===== src/rtl/eth_tx_framer.sv =====
// eth_tx_framer: byte-wide GMII transmit framer.
// Adds preamble/SFD, zero pad, CRC-32 FCS and IFG; aborts on source underrun.
module eth_tx_framer #(
  parameter int MIN_FRAME_BYTES = 60,
  parameter int IFG_BYTES       = 12,
  parameter int LEN_W           = 16
) (
  input  logic       clk,
  input  logic       rst,
  input  logic [7:0] s_data_i,
  input  logic       s_valid_i,
  input  logic       s_last_i,
  output logic       s_ready_o,
  output logic [7:0] gmii_txd_o,
  output logic       gmii_tx_en_o,
  output logic       gmii_tx_er_o,
  output logic       busy_o
);

  localparam logic [3:0] S_IDLE = 4'd0;
  localparam logic [3:0] S_PRE  = 4'd1;
  localparam logic [3:0] S_SFD  = 4'd2;
  localparam logic [3:0] S_PAY  = 4'd3;
  localparam logic [3:0] S_PAD  = 4'd4;
  localparam logic [3:0] S_FCS  = 4'd5;
  localparam logic [3:0] S_ERR  = 4'd6;
  localparam logic [3:0] S_DROP = 4'd7;
  localparam logic [3:0] S_IFG  = 4'd8;

  localparam logic [15:0] IFG_LAST = 16'(IFG_BYTES - 1);
  localparam logic [LEN_W-1:0] LEN_MAX = '1;

  logic [3:0]       state_q, state_d;
  logic [15:0]      tmr_q, tmr_d;
  logic [LEN_W-1:0] len_q, len_d, len_inc;
  logic [31:0]      crc_q, crc_d, crc_nxt;
  logic [7:0]       txd_q, txd_d, crc_in, fcs_byte;
  logic             en_q, en_d, er_q, er_d;
  logic             pad_more;

  function automatic logic [31:0] crc8(input logic [31:0] c,
                                       input logic [7:0] b);
    logic [31:0] r;
    r = c ^ {24'h0, b};
    for (int i = 0; i < 8; i++)
      r = r[0] ? ((r >> 1) ^ 32'hEDB88320) : (r >> 1);
    return r;
  endfunction

  // pad bytes feed zeros into the CRC
  assign crc_in   = (state_q == S_PAY) ? s_data_i : 8'h00;
  assign crc_nxt  = crc8(crc_q, crc_in);
  assign len_inc  = (len_q == LEN_MAX) ? len_q : len_q + LEN_W'(1);
  assign pad_more = 32'(len_inc) < 32'(MIN_FRAME_BYTES);

  always_comb begin
    case (tmr_q[1:0])
      2'd0:    fcs_byte = ~crc_q[7:0];
      2'd1:    fcs_byte = ~crc_q[15:8];
      2'd2:    fcs_byte = ~crc_q[23:16];
      default: fcs_byte = ~crc_q[31:24];
    endcase
  end

  always_comb begin
    state_d = state_q;
    tmr_d   = tmr_q;
    len_d   = len_q;
    crc_d   = crc_q;
    txd_d   = 8'h00;
    en_d    = 1'b0;
    er_d    = 1'b0;
    unique case (state_q)
      S_IDLE: begin
        if (s_valid_i) begin
          state_d = S_PRE;
          tmr_d   = '0;
          txd_d   = 8'h55;
          en_d    = 1'b1;
        end
      end
      S_PRE: begin
        txd_d = 8'h55;
        en_d  = 1'b1;
        tmr_d = tmr_q + 16'd1;
        if (tmr_q == 16'd5) state_d = S_SFD;
      end
      S_SFD: begin
        txd_d   = 8'hD5;
        en_d    = 1'b1;
        crc_d   = '1;
        len_d   = '0;
        state_d = S_PAY;
      end
      S_PAY: begin
        en_d = 1'b1;
        if (s_valid_i) begin
          txd_d = s_data_i;
          crc_d = crc_nxt;
          len_d = len_inc;
          tmr_d = '0;
          if (s_last_i) state_d = pad_more ? S_PAD : S_FCS;
        end else begin
          er_d    = 1'b1;
          state_d = S_ERR;
        end
      end
      S_PAD: begin
        en_d  = 1'b1;
        crc_d = crc_nxt;
        len_d = len_inc;
        if (!pad_more) state_d = S_FCS;
      end
      S_FCS: begin
        txd_d = fcs_byte;
        en_d  = 1'b1;
        tmr_d = tmr_q + 16'd1;
        if (tmr_q[1:0] == 2'd3) begin
          state_d = S_IFG;
          tmr_d   = '0;
        end
      end
      S_ERR: state_d = S_DROP;
      S_DROP: begin
        if (s_valid_i && s_last_i) begin
          state_d = S_IFG;
          tmr_d   = '0;
        end
      end
      S_IFG: begin
        tmr_d = tmr_q + 16'd1;
        if (tmr_q == IFG_LAST) state_d = S_IDLE;
      end
      default: state_d = S_IDLE;
    endcase
  end

  always_ff @(posedge clk) begin
    if (rst) begin
      state_q <= S_IDLE;
      tmr_q   <= '0;
      len_q   <= '0;
      crc_q   <= '1;
      txd_q   <= 8'h00;
      en_q    <= 1'b0;
      er_q    <= 1'b0;
    end else begin
      state_q <= state_d;
      tmr_q   <= tmr_d;
      len_q   <= len_d;
      crc_q   <= crc_d;
      txd_q   <= txd_d;
      en_q    <= en_d;
      er_q    <= er_d;
    end
  end

  assign s_ready_o    = (state_q == S_PAY) || (state_q == S_DROP);
  assign busy_o       = (state_q != S_IDLE);
  assign gmii_txd_o   = txd_q;
  assign gmii_tx_en_o = en_q;
  assign gmii_tx_er_o = er_q;

endmodule


===== config.mk =====
export PLATFORM = sky130hd
export DESIGN_NAME = eth_tx_framer
export DESIGN_NICKNAME = d
export VERILOG_FILES = /design/src/rtl/eth_tx_framer.sv
export SDC_FILE = /design/constraint.sdc
export NUM_CORES = 1
export LEC_CHECK = 0
export ABC_AREA = 1
export BUFFER_PORTS_ARGS = -buffer_cell sky130_fd_sc_hd__buf_2
export CORE_AREA = 2 2 101 103
export DETAILED_ROUTE_END_ITERATION = 8
export DIE_AREA = 0 0 103 105
export PLACE_DENSITY = 0.71
export SLEW_MARGIN = 15
export SYNTH_ARGS = -nofsm -noshare
export SYNTH_HDL_FRONTEND = slang
export SYNTH_SLANG_ARGS = --single-unit
export TNS_END_PERCENT = 20

===== constraint.sdc =====
create_clock -name clk -period 3.1 [get_ports clk]
set_input_delay 0.31 -clock clk [delete_from_list [all_inputs] [get_ports clk]]
set_output_delay 0.31 -clock clk [all_outputs]
set_load 0.01 [all_outputs]

==> flow_summary.json <==
{
  "cts_buffer_depth": 2,
  "worst_slew_pin_slew_ns": 0.9691,
  "row_count": 36,
  "start_util_pct": 54.34,
  "grt_max_degree": 46,
  "final_common_cell": "nand2_1",
  "vias": 5443,
  "wl_per_cell_um": 14.99,
  "timing.final.crit_share_pct": 87.34,
  "wl_um": 14610,
  "p_leak_nw": 2.516,
  "nets": 855,
  "synthArstFlopShare_pct": 0,
  "io_pins": 24,
  "worstPathArrival_ns": 2.92,
  "final-setup-viol-count": 0,
  "critPathKind": "reg2reg",
  "register_area_mm2": 0.001562,
  "post_cts.repair.setup_buffers": 0,
  "start_kind": "register",
  "finalWorstSetupSlack_ns": 0.3924,
  "final_cell_mix": "229 x nand2_1, 89 x inv_1, 78 x dfxtp_1, 75 x a21oi_1, 64 x nor2_1",
  "netlist_area_mm2": 0.005238,
  "io_buffers": 23,
  "place_worst_setup_slack_ns": 0.4553,
  "multi_input_area_mm2": 0.003184,
  "clk_latency_ns": 0.35,
  "die_y_um": 105,
  "synthCells": 821,
  "dp_hpwl_um": 10620,
  "ir_drop_uv": 556.8,
  "fp.coreArea_mm2": 0.009639,
  "cp_max_fo": 12,
  "dr.first_iter.drc_count": 405,
  "synth-seq-cells": 78,
  "grt_overflow": 0,
  "cts.sinks": 78,
  "crit_path_cell_trace": "inv_2 > nand2_2 > nor2_4 > nor2_1 > inv_1 > buf_4 > nand2_1 > nand2_1 > nand2_1 > a21oi_1",
  "cts_made_buffers": 9,
  "cp_top_family": "simple AND/OR/NAND/NOR gates",
  "ant_nets": 0,
  "skew_ns": 0.01666,
  "yosysWarnings": 0,
  "drive_above_1_share_pct": 12.00,
  "dominantRegCellSynth": "dfxtp_1",
  "grt_pass1_wl_um": 23810,
  "diodes": 0,
  "nFillCells": 987,
  "rr_worst_depth": 10,
  "critPathMaxStageDelay_ns": 0.76,
  "cpMostUsedCell": "nand2_1",
  "viasPerCell": 5.583,
  "rsz0062_at_grt": "no",
  "ys_seq_area_share_pct": 29.81,
  "fmax_mhz": 369.3,
  "cts_root_buffer": "clkbuf_8",
  "grtUsageTotal_pct": 27.72,
  "holdBufCountCts": 0,
  "syn_to_final_growth_pct": 7.788,
  "synth-edff-count": 0,
  "cts.repair.resized": 0,
  "cpMaxStageDelayCell": "nor2_1",
  "status": "finished, final reports clean",
  "p_per_area_mw_per_mm2": 989.6,
  "drv_slew": 0,
  "holdCritPathClass": "in2reg",
  "cp-end-kind": "register",
  "syn_nets": 839,
  "yosysUniqueCellTypes": 41,
  "firstDrtPassIters": 5,
  "min_period_ns": 2.708,
  "cts_tree": "done",
  "worstHoldPathCells": 3,
  "hold_violations": 0,
  "antenna_found_initial": 0,
  "drc": 0,
  "max-slew-margin-rel_pct": 35.15,
  "grt_pass1_vias": 4939,
  "die_w_um": 103,
  "cp.required_ns": 3.31,
  "avgSynthCellArea_um2": 6.379,
  "max-cap-violations": 0,
  "critical_path_cell_count": 10,
  "globalplace.congestion": 0.9285,
  "die_area_mm2": 0.01082,
  "htreeDepth": 3,
  "path_clk_slew_ns": 0.09,
  "finish.utilization_pct": 58.57,
  "tns_ns": 0,
  "crit_buf_inv": 3
}
-- layer usage --
layer / track usage (%) / part of all wire [%]
met5: 0 / 0
met4: 9.117 / 2.3
met3: 4.749 / 7.1
met2: 41.56 / 44
met1: 40.06 / 47
-- where the power goes --
group	leakage, nW	internal [mW]	switching, mW
Combinational	1.77	1.05	2.23
Sequential	0.637	1.25	0.256
Clock	0.106	0.413	0.380
-- registers in the layout (all words and copies together), names as in the netlist --
| register | cells |
|---|---|
| crc_q | 32 |
| len_q | 16 |
| tmr_q | 16 |
| gmii_txd_o | 8 |
| state_q | 4 |
| gmii_tx_en_o | 1 |
| gmii_tx_er_o | 1 |
-- final timing paths --
path               startpoint             to  slack, ns
setup / recovery   state_q[3]       len_q[1]       0.39
setup reg to reg   state_q[3]       len_q[1]       0.39
hold reg to reg     tmr_q[14]      tmr_q[14]       0.50
hold / removal    s_data_i[5]  gmii_txd_o[5]       0.23
-- cells in the mapped netlist, types with 3 or more instances --
cell type | n | area [um2]
o21ai_0 | 45 | 225.2
a211oi_1 | 4 | 30.03
inv_2 | 13 | 48.80
inv_1 | 89 | 334.1
nand3b_1 | 3 | 22.52
dfxtp_1 | 78 | 1562
o21ai_1 | 11 | 55.05
xor2_1 | 18 | 157.7
a32oi_1 | 4 | 35.03
nand2_4 | 6 | 67.56
xnor2_1 | 13 | 113.9
nor3_1 | 7 | 35.03
nand4_1 | 12 | 75.07
a21oi_1 | 75 | 375.4
buf_2 | 5 | 25.02
a31oi_1 | 5 | 31.28
o211ai_1 | 10 | 75.07
nand3_1 | 45 | 225.2
o22ai_1 | 9 | 56.30
a221oi_1 | 6 | 52.55
nor2_2 | 7 | 43.79
nand2_2 | 19 | 118.9
nand2_1 | 229 | 859.6
nor2_1 | 64 | 240.2
ha_1 | 6 | 75.07
nor2_4 | 4 | 45.04
clkbuf_1 | 13 | 48.80
-- metrics by stage --
| step | area (um2) | std cells | hold WS [ns] | total power [mW] |
|---|---|---|---|---|
| 2_1_floorplan | 5238 | 821 | 0.4577 | 3.953 |
| 3_5_place_dp | 5445 | 959 | 0.4860 | 4.714 |
| 6_report | 5645 | 975 | 0.2334 | 5.587 |
| 5_1_grt | 5645 | 975 | 0.2435 | 6.028 |
| 4_1_cts | 5645 | 975 | 0.2205 | 5.525 |
| 3_3_place_gp | 5445 | 959 | 0.4787 | 4.657 |
-- area by class of cell --
| class | count | share of cell area (%) |
|---|---|---|
| multi-input combinational | 618 | 56.41 |
| tap | 133 | 2.948 |
| sequential | 78 | 27.66 |
| clock inverter | 4 | 0.7979 |
| inverter | 103 | 6.871 |
| clock buffer | 12 | 2.748 |
| timing repair buffer | 27 | 2.571 |
-- cells by family after synthesis --
logic type / share of synthesized area (%)
buffers and inverters: 9.388
flip-flops: 29.81
adder cells (fa/ha/maj): 1.433
AND/OR/NAND/NOR: 33.68
XOR/XNOR: 6.426
AO/OA/AOI/OAI: 19.25
-- tightest hold or removal path, cell delays in order --
cell     delay [ns]
buf_2          0.12
nand2_1        0.06
a21oi_1        0.05
No activity file was read; power rests on OpenSTA's default activity.
